## config.mk

```make
export PLATFORM = sky130hd
export DESIGN_NAME = trap_controller
export DESIGN_NICKNAME = d
export VERILOG_FILES = /design/src/rtl/trap_controller.sv
export SDC_FILE = /design/constraint.sdc
export NUM_CORES = 1
export LEC_CHECK = 0
export BUFFER_PORTS_ARGS = -buffer_cell sky130_fd_sc_hd__buf_2
export CAP_MARGIN = 10
export CORE_UTILIZATION = 30
export DETAILED_ROUTE_END_ITERATION = 8
export GPL_TIMING_DRIVEN = 0
export SYNTH_ARGS = -nofsm -noshare
export SYNTH_HDL_FRONTEND = slang
export SYNTH_SLANG_ARGS = --single-unit
```

## constraint.sdc

```tcl
create_clock -name clk -period 3.8 [get_ports clk]
set_input_delay 0 -clock clk [delete_from_list [all_inputs] [get_ports clk]]
set_output_delay 0 -clock clk [all_outputs]
set_load 0.03 [all_outputs]
```

## src/rtl/trap_controller.sv

```systemverilog
// Machine-mode trap/return sequencer: picks the highest-priority MEM-stage event,
// raises trap_taken/mret_exec with the redirect PC, and owns the M-mode trap CSRs.
module trap_controller #(
  parameter logic [31:0] RESET_MTVEC    = 32'h0000_0000,
  parameter int          LOCKOUT_CYCLES = 3,
  parameter int          SYNC_STAGES    = 2
) (
  input  logic        clk,
  input  logic        reset,
  input  logic        stall_pipl,
  input  logic        mem_valid,
  input  logic [31:0] pc_mem,
  input  logic        ecall_mem,
  input  logic        ebreak_mem,
  input  logic        illegal_mem,
  input  logic        mret_mem,
  input  logic        irq_sw_i,
  input  logic        irq_timer_i,
  input  logic        irq_ext_i,
  input  logic        csr_we,
  input  logic [11:0] csr_addr,
  input  logic [31:0] csr_wdata,
  output logic [31:0] csr_rdata,
  output logic        trap_taken,
  output logic        mret_exec,
  output logic [31:0] trap_pc
);

  localparam logic [11:0] CSR_MSTATUS = 12'h300;
  localparam logic [11:0] CSR_MIE     = 12'h304;
  localparam logic [11:0] CSR_MTVEC   = 12'h305;
  localparam logic [11:0] CSR_MEPC    = 12'h341;
  localparam logic [11:0] CSR_MCAUSE  = 12'h342;
  localparam logic [11:0] CSR_MIP     = 12'h344;
  localparam logic [3:0]  LOCK_INIT   = 4'(LOCKOUT_CYCLES);

  typedef enum logic {IDLE, LOCKOUT} state_t;

  state_t      state_q, state_d;
  logic [3:0]  lock_cnt_q, lock_cnt_d;

  // irq bit order everywhere: {ext, timer, sw}
  logic [SYNC_STAGES-1:0][2:0] irq_sync_q;
  logic [2:0]  mip_lv;

  logic        mstatus_mie_q, mstatus_mpie_q;
  logic [2:0]  mie_q;
  logic [31:0] mtvec_q, mepc_q, mcause_q;

  logic        take_trap, take_mret, accept;
  logic [31:0] cause, tvec_base;

  assign mip_lv = irq_sync_q[SYNC_STAGES-1];

  always_ff @(posedge clk) begin
    if (reset) irq_sync_q <= '0;
    else       irq_sync_q <= {irq_sync_q[SYNC_STAGES-2:0], {irq_ext_i, irq_timer_i, irq_sw_i}};
  end

  assign accept = (state_q == IDLE) && !stall_pipl && mem_valid && !reset;

  always_comb begin
    take_trap = 1'b0;
    take_mret = 1'b0;
    cause     = '0;
    if (accept) begin
      if (illegal_mem)                                   begin take_trap = 1'b1; cause = 32'd2;         end
      else if (ebreak_mem)                               begin take_trap = 1'b1; cause = 32'd3;         end
      else if (ecall_mem)                                begin take_trap = 1'b1; cause = 32'd11;        end
      else if (mstatus_mie_q && mie_q[2] && mip_lv[2])   begin take_trap = 1'b1; cause = 32'h8000_000B; end
      else if (mstatus_mie_q && mie_q[0] && mip_lv[0])   begin take_trap = 1'b1; cause = 32'h8000_0003; end
      else if (mstatus_mie_q && mie_q[1] && mip_lv[1])   begin take_trap = 1'b1; cause = 32'h8000_0007; end
      else if (mret_mem)                                 take_mret = 1'b1;
    end
  end

  assign tvec_base = {mtvec_q[31:2], 2'b00};

  always_comb begin
    trap_pc = tvec_base;
    if (take_mret)
      trap_pc = mepc_q;
    else if (mtvec_q[1:0] == 2'b01 && cause[31])
      trap_pc = tvec_base + {26'b0, cause[3:0], 2'b00};
  end

  assign trap_taken = take_trap;
  assign mret_exec  = take_mret;

  always_ff @(posedge clk) begin
    if (reset) begin
      state_q    <= IDLE;
      lock_cnt_q <= '0;
    end else begin
      state_q    <= state_d;
      lock_cnt_q <= lock_cnt_d;
    end
  end

  always_comb begin
    state_d    = state_q;
    lock_cnt_d = lock_cnt_q;
    case (state_q)
      IDLE: if (take_trap || take_mret) begin
        state_d    = LOCKOUT;
        lock_cnt_d = LOCK_INIT;
      end
      LOCKOUT: begin
        if (lock_cnt_q <= 4'd1) begin
          state_d    = IDLE;
          lock_cnt_d = '0;
        end else begin
          lock_cnt_d = lock_cnt_q - 4'd1;
        end
      end
      default: state_d = IDLE;
    endcase
  end

  // Trap/mret updates come after the CSR write so they take precedence.
  always_ff @(posedge clk) begin
    if (reset) begin
      mstatus_mie_q  <= 1'b0;
      mstatus_mpie_q <= 1'b0;
      mie_q          <= '0;
      mtvec_q        <= RESET_MTVEC;
      mepc_q         <= '0;
      mcause_q       <= '0;
    end else begin
      if (csr_we && !stall_pipl) begin
        case (csr_addr)
          CSR_MSTATUS: begin
            mstatus_mie_q  <= csr_wdata[3];
            mstatus_mpie_q <= csr_wdata[7];
          end
          CSR_MIE:    mie_q    <= {csr_wdata[11], csr_wdata[7], csr_wdata[3]};
          CSR_MTVEC:  mtvec_q  <= csr_wdata;
          CSR_MEPC:   mepc_q   <= csr_wdata & ~32'h3;
          CSR_MCAUSE: mcause_q <= csr_wdata;
          default: ;
        endcase
      end
      if (take_trap) begin
        mepc_q         <= pc_mem & ~32'h3;
        mcause_q       <= cause;
        mstatus_mpie_q <= mstatus_mie_q;
        mstatus_mie_q  <= 1'b0;
      end else if (take_mret) begin
        mstatus_mie_q  <= mstatus_mpie_q;
        mstatus_mpie_q <= 1'b1;
      end
    end
  end

  always_comb begin
    csr_rdata = '0;
    case (csr_addr)
      CSR_MSTATUS: csr_rdata = {24'b0, mstatus_mpie_q, 3'b0, mstatus_mie_q, 3'b0};
      CSR_MIE:     csr_rdata = {20'b0, mie_q[2], 3'b0, mie_q[1], 3'b0, mie_q[0], 3'b0};
      CSR_MTVEC:   csr_rdata = mtvec_q;
      CSR_MEPC:    csr_rdata = mepc_q;
      CSR_MCAUSE:  csr_rdata = mcause_q;
      CSR_MIP:     csr_rdata = {20'b0, mip_lv[2], 3'b0, mip_lv[1], 3'b0, mip_lv[0], 3'b0};
      default: ;
    endcase
  end

endmodule

```

; Yosys cells after proc, flatten, opt, wreduce, memory -nomap -nowiden
; Cells that the tools add are included.
[totals]
inputBits = 88
regBits = 110
[classes]
magnitude_cmp = 1
n_bitwise = 1
addsub = 2
mux = 44
n_reduce_logical = 28
eq_ne = 8
[op_table]
columns = op, n
row1 = 2-to-1 mux 32 bit, 15
row2 = one-hot mux 32 bit (6 select lines), 1
row3 = "equality test 12 x 10 -> 1 bit, second input constant", 6
row4 = adder 32 x 6 -> 32 bit, 1
row5 = 2-to-1 mux 1 bit, 24
row6 = AND reduction 2 bit, 6
row7 = logical AND 1 bit, 11
row8 = nonzero test 2 bit, 5
row9 = 2-to-1 mux 4 bit, 2
row10 = one-hot mux 4 bit (2 select lines), 1
row11 = nonzero test 3 bit, 2
row12 = "<= comparator 4 x 1 -> 1 bit, second input constant", 1
row13 = "subtractor 4 x 1 -> 4 bit, second input constant", 1
row14 = "equality test 2 x 1 -> 1 bit, second input constant", 1
row15 = logical NOT 1 bit, 2
row16 = "inequality test 2 x 1 -> 1 bit, second input constant", 1
row17 = one-hot mux 1 bit (2 select lines), 1
row18 = OR reduction 2 bit, 1
row19 = logical OR 1 bit, 1
row20 = NOT 1 bit, 1

; Depth between registers and ports, before layout
[depth]
depth_word = 12
mapped_depth = 12
depth_no_buf = 10

; Worst setup path before layout
; Ideal clock, no wire load.
[synth_path]
path_kind = flip-flop to output port
from = reg irq_sync_q (netlist bit mip_lv[2])
to = out trap_pc[6]
setup_slack_ps = 400
t_arrival_ps = 3400
required_ps = 3800
path_stages_with_launch = 13
path_cell_list = dfxtp_1 > a22o_1 > a21boi_2 > clkbuf_1 > a211oi_1 > ha_1 > fa_1 > a21o_1 > a21oi_1 > or3_4 > buf_2 > xor2_1 > o21ai_0
[synth_between]
elab_chain_len = 9
word_cells_on_any_way = 15
[synth_lines]
columns = item, line
row1 = "start, declared", 43  ; logic [SYNC_STAGES-1:0][2:0] irq_sync_q;
row2 = "start signal, assigned", 57  ; else irq_sync_q <= {irq_sync_q[SYNC_STAGES-2:0], {irq_ext_i, irq_timer_i, irq_sw_i}};
row3 = logical AND 1 bit (*), 70  ; else if (mstatus_mie_q && mie_q[2] && mip_lv[2]) begin take_trap = 1'b1; cause = 32'h8000_000B; end
row4 = 2-to-1 mux 32 bit, 70
row5 = 2-to-1 mux 32 bit, 69  ; else if (ecall_mem) begin take_trap = 1'b1; cause = 32'd11; end
row6 = 2-to-1 mux 32 bit, 68  ; else if (ebreak_mem) begin take_trap = 1'b1; cause = 32'd3; end
row7 = 2-to-1 mux 32 bit, 67  ; if (illegal_mem) begin take_trap = 1'b1; cause = 32'd2; end
row8 = 2-to-1 mux 32 bit, 66  ; if (accept) begin
row9 = adder 32 x 6 -> 32 bit or logical AND 1 bit (tied branches), "84, 83"
row10 = 2-to-1 mux 32 bit, 83  ; else if (mtvec_q[1:0] == 2'b01 && cause[31])
row11 = 2-to-1 mux 32 bit (*), 81  ; if (take_mret)
row12 = "end, declared", 26  ; output logic [31:0] trap_pc
; Mark *: on every way between the ends. The rest lies on a longest branch, timed or not.

; Final worst setup path
[layout_path]
from = reg mstatus_mie_q
to = out trap_pc[30]
[layout_between]
elab_chain_len = 12
word_cells_on_any_way = 24
[layout_lines]
columns = item, line
row1 = "start, declared", 46  ; logic mstatus_mie_q, mstatus_mpie_q;
row2 = "start signal, assigned", 133  ; mstatus_mie_q <= csr_wdata[3];
row3 = "start signal, assigned", 149  ; mstatus_mie_q <= mstatus_mpie_q;
row4 = logical AND 1 bit (2 in series), 72  ; else if (mstatus_mie_q && mie_q[1] && mip_lv[1]) begin take_trap = 1'b1; cause = 32'h8000_0007; end
row5 = 2-to-1 mux 32 bit, 72
row6 = 2-to-1 mux 32 bit, 71  ; else if (mstatus_mie_q && mie_q[0] && mip_lv[0]) begin take_trap = 1'b1; cause = 32'h8000_0003; end
row7 = 2-to-1 mux 32 bit, 70
row8 = 2-to-1 mux 32 bit, 69
row9 = 2-to-1 mux 32 bit, 68
row10 = 2-to-1 mux 32 bit, 67
row11 = 2-to-1 mux 32 bit, 66
row12 = adder 32 x 6 -> 32 bit or logical AND 1 bit (tied branches), "84, 83"
row13 = 2-to-1 mux 32 bit, 83
row14 = 2-to-1 mux 32 bit (*), 81
; Marks and branches as above.

==> summary.txt <==
Die
  – Placeable Area: between 15000 and 20000 sq um
  – Full die area: between 20000 and 25000 sq um
  – Io pins: between 150 and 200
  – Starting utilization of the core area: between 30% and 40%
  – Height of the die: between 100 and 150 microns
  – Die span in x: approximately 140 microns
  – Site Rows: slightly above 50

Route
  – Vias per cell: 5.38
  – Post-DR wirelength/cell: 18.9 microns
  – 1st-pass router iterations: 5
  – Final routed wirelength across all metal layers: 25000 microns
  – Antenna Nets Post-Route: 0
  – DRC viols: 0
  – Routed via count: 7112
  – DRC marker count from the first detailed-route iteration: around 740

CTS
  – Skew-Pair Late Insertion Delay: 0.37 ns
  – Clock tree from TritonCTS: built
  – TritonCTS Sinks: 110
  – Clock input transition at the sequential cells of the worst setup and hold paths: 0.08 ns
  – Root buffer cell: clkbuf_16
  – Clock buffer count from CTS: 9
  – # H-tree levels: 3
  – Clock Path Buffers: 2

Setup path
  – R2r startpoint: mip_lv[2]
  – Buf+Inv Stages, Crit Path: 2
  – Slowest stage delay, CP: around 0.52 ns
  – Launching element of the worst setup path: mstatus_mie_q
  – Arrival time at the worst endpoint: about 3.6 ns
  – Slowest CP cell: or4_1
  – Dominant delay contributor by cell family on the critical path: simple AND/OR/NAND/NOR gates
  – Cell-by-cell trace of the critical path: nand3_2 -> a21boi_4 -> clkbuf_8 -> a211oi_4 -> ha_2 -> fa_1 -> a21o_1 -> a21oi_4 -> or3_4 -> or4_1 -> a31oi_1 -> buf_4
  – Reg-to-reg critical path endpoint: mepc_q[2]
  – Category of the worst setup path capture point: output pin
  – Worst setup endpoint: trap_pc[30]
  – Number of cells on the critical path: 12
  – Number of cells on the worst reg-to-reg path: 7
  – Top fanout value on the critical path: 10
  – Worst setup path class: reg -> out
  – CP startpoint kind: flop
  – Endpoint required time on the critical path: about 3.8 ns
  – Setup slack of the worst register-to-register path: 0.87 ns

Logic synthesis
  – Number of warnings reported in the yosys synthesis log: 0
  – Most frequently used flop master after synthesis: dfxtp_1
  – Average footprint of a synthesized cell: 7.38 sq um
  – Library cell occupying the most area in the post-synthesis netlist: dfxtp_1
  – Ys async rst share: 0%
  – Cells after Synth: 824
  – Syn Std Cell Area: 6080 sq um
  – Count of flip-flops with a built-in enable after synthesis: 0
  – Top post-synthesis cells by area: dfxtp_1, nand2_1, a21oi_1
  – Number of register bits inferred by synthesis: 110
  – Distinct cells, synth: 55
  – Share of Yosys cell area claimed by the top area cell type: roughly 36%
  – Register area share after synthesis: 36.2%

Timing
  – Highest clock rate: about 270 MHz
  – Setup skew after layout: 0.00878 ns
  – Setup repair after global routing missed its margin: no
  – Hold Slack: approximately 0.017 ns
  – Max-Slew Margin vs Limit: 42.7%
  – Finish-stage setup viols: 0
  – Share of the clock period used by the worst path after layout: between 90% and 100%
  – Hold Fails Final Rpt: 0
  – Max Slew Vio Count: 0
  – Slew @ Worst Pin: 0.860 ns
  – Sum of negative setup slack: 0 ns
  – Tmin final: 3.64 ns

GRT
  – Maximum number of pins on one net before global-route repair: 18
  – Vias in the first global route: around 6700
  – Number of antenna violations at the first check in global routing: 0
  – Total GRT Usage: 24.4%
  – Leftover overflow at the end of global routing: 0
  – Global-route wire length before repair: 37700 microns

Worst hold path
  – Class of the most critical hold timing path: in -> reg
  – Min-delay src: pc_mem[31]

Layout
  – Share of layout cells above drive strength 1: 20.2%
  – Post-synthesis to final-layout area growth: 36.5%
  – Post-layout net count: 1147
  – Antenna Diode Count: 0

Placement
  – Final Wtd Congestion: 0.868
  – Input/output buffers: 148
  – Placed wire-length estimate after detailed placement: 17800 microns

Pwr
  – Leakage Power: between 3 and 4 nW
  – Max rail drop VDD: between 0.2 and 0.25 mV
  – Pwr dens: 303 nW/um^2

Status
  – Outcome: finished clean

Job
  – Max-cap violation count: 0
[kinds of logic after synthesis]
group | synth area share (%)
fa+ha+maj | 1.56
mux | 2.18
simple gates | 29.6
flops | 36.2
xor+xnor | 1.58
compound gates | 22.2
other cells | 0.0617
buf+inv | 6.58
[cells in the mapped netlist (all sizes together), types with 2 or more instances]
| master | n |
|---|---|
| mux2 | 2 |
| nand3 | 51 |
| xor2 | 2 |
| nor2b | 7 |
| nand3b | 2 |
| or4 | 14 |
| o211ai | 2 |
| nand2b | 2 |
| o21ai | 18 |
| a32oi | 2 |
| inv | 27 |
| xnor2 | 9 |
| nand4 | 8 |
| nor4b | 2 |
| nor4 | 10 |
| and2 | 4 |
| or4b | 2 |
| a21o | 5 |
| or3 | 8 |
| buf | 22 |
| mux2i | 11 |
| a21oi | 68 |
| clkbuf | 48 |
| o21bai | 2 |
| a21bo | 2 |
| a222oi | 18 |
| and3 | 6 |
| a31oi | 17 |
| a211oi | 4 |
| a22o | 3 |
| nor2 | 60 |
| o31ai | 10 |
| nand4b | 2 |
| nor3 | 7 |
| ha | 6 |
| a311oi | 31 |
| nand2 | 195 |
| dfxtp | 110 |
| a22oi | 13 |
| and4 | 4 |
[flip-flops by register name, summed over array words and instances, names as in the netlist, 3 cells and up]
signal	flops
irq_sync_q	3
lock_cnt_q	4
mcause_q	32
mepc_q	30
mie_q	3
mip_lv	3
mtvec_q	32
[report_power, final]
part           total, mW  switching, mW  internal [mW]
sequential          1.19         0.0196           1.17
combinational      0.241          0.130          0.111
clock               1.08          0.467          0.615
total               2.52          0.617           1.90
[layer usage]
layer | wire, microns | global-route usage (%) | up-vias | share of wire (%)
li1 | - | - | 3402 | -
met1 | 11200 | 33.0 | 3326 | 45
met2 | 11100 | 37.8 | 330 | 44
met3 | 2030 | 5.33 | 54 | 8.1
met4 | 703 | 8.53 | 0 | 2.8
met5 | 0 | 0 | - | 0
[area by class of cell]
cell class | count | area (sq um)
Buffer | 69 | 308
Clock buffer | 11 | 253
Clock inverter | 5 | 81.3
Fill cell | 2113 | 11400
Inverter | 27 | 101
Multi-Input combinational cell | 618 | 3580
Sequential cell | 110 | 2210
Tap cell | 265 | 332
Timing Repair Buffer | 217 | 1440
[worst min-delay path by stage]
stage	to	depth (start not counted)
final	mepc_q[31]	3
after global routing	mepc_q[11]	3
after CTS	mepc_q[15]	3
after detailed placement	irq_sync_q[0]	2
after global placement	irq_sync_q[2]	2
after floorplan	irq_sync_q[0]	1
[cell usage in the layout, fill, tap and decap left out, types with 7 or more instances in the layout]
| cell type | count |
|---|---|
| nand3_1 | 49 |
| o31ai_1 | 10 |
| clkbuf_1 | 45 |
| a21oi_1 | 67 |
| dfxtp_1 | 109 |
| a22oi_1 | 13 |
| a222oi_1 | 18 |
| nand2_1 | 195 |
| xnor2_1 | 9 |
| a311oi_1 | 31 |
| o21ai_0 | 18 |
| nor2_1 | 60 |
| buf_2 | 162 |
| or4_1 | 14 |
| nor4_1 | 8 |
| inv_1 | 27 |
| mux2i_1 | 11 |
| a31oi_1 | 14 |
| dlygate4sd3_1 | 67 |
| clkbuf_16 | 9 |
| buf_4 | 9 |
| nor2b_1 | 7 |
| nand4_1 | 8 |
[per-stage QoR]
| step | setup slack, ns | utilization (%) | cell area (sq um) | power, mW | std cells |
|---|---|---|---|---|---|
| 6_report | 0.156 | 42.2 | 8300 | 2.52 | 1322 |
| 5_1_grt | 0.0226 | 42.2 | 8300 | 2.59 | 1322 |
| 4_1_cts | 0.0418 | 41.8 | 8220 | 2.52 | 1321 |
| 3_5_place_dp | -0.219 | 36.4 | 7160 | 1.40 | 1238 |
| 3_3_place_gp | -0.145 | 36.4 | 7160 | 1.40 | 1238 |
| 2_1_floorplan | 0.400 | - | 6080 | 1.30 | 825 |
[worst min-delay path: cells and delay by family]
kind | cells | cell delay, ns
simple gates | 1 | 0.15
compound gates | 1 | 0.08
buf+inv | 1 | 0.10
[what timing repair did]
item,4_1_cts,5_1_grt
setup endpoints to repair,21,16
setup buffers,0,2
hold buffers,67,0
pin swaps,0,3
endpoints found under the hold margin,96,0
resized for setup,14,17
(Power assumes the default switching activity.)
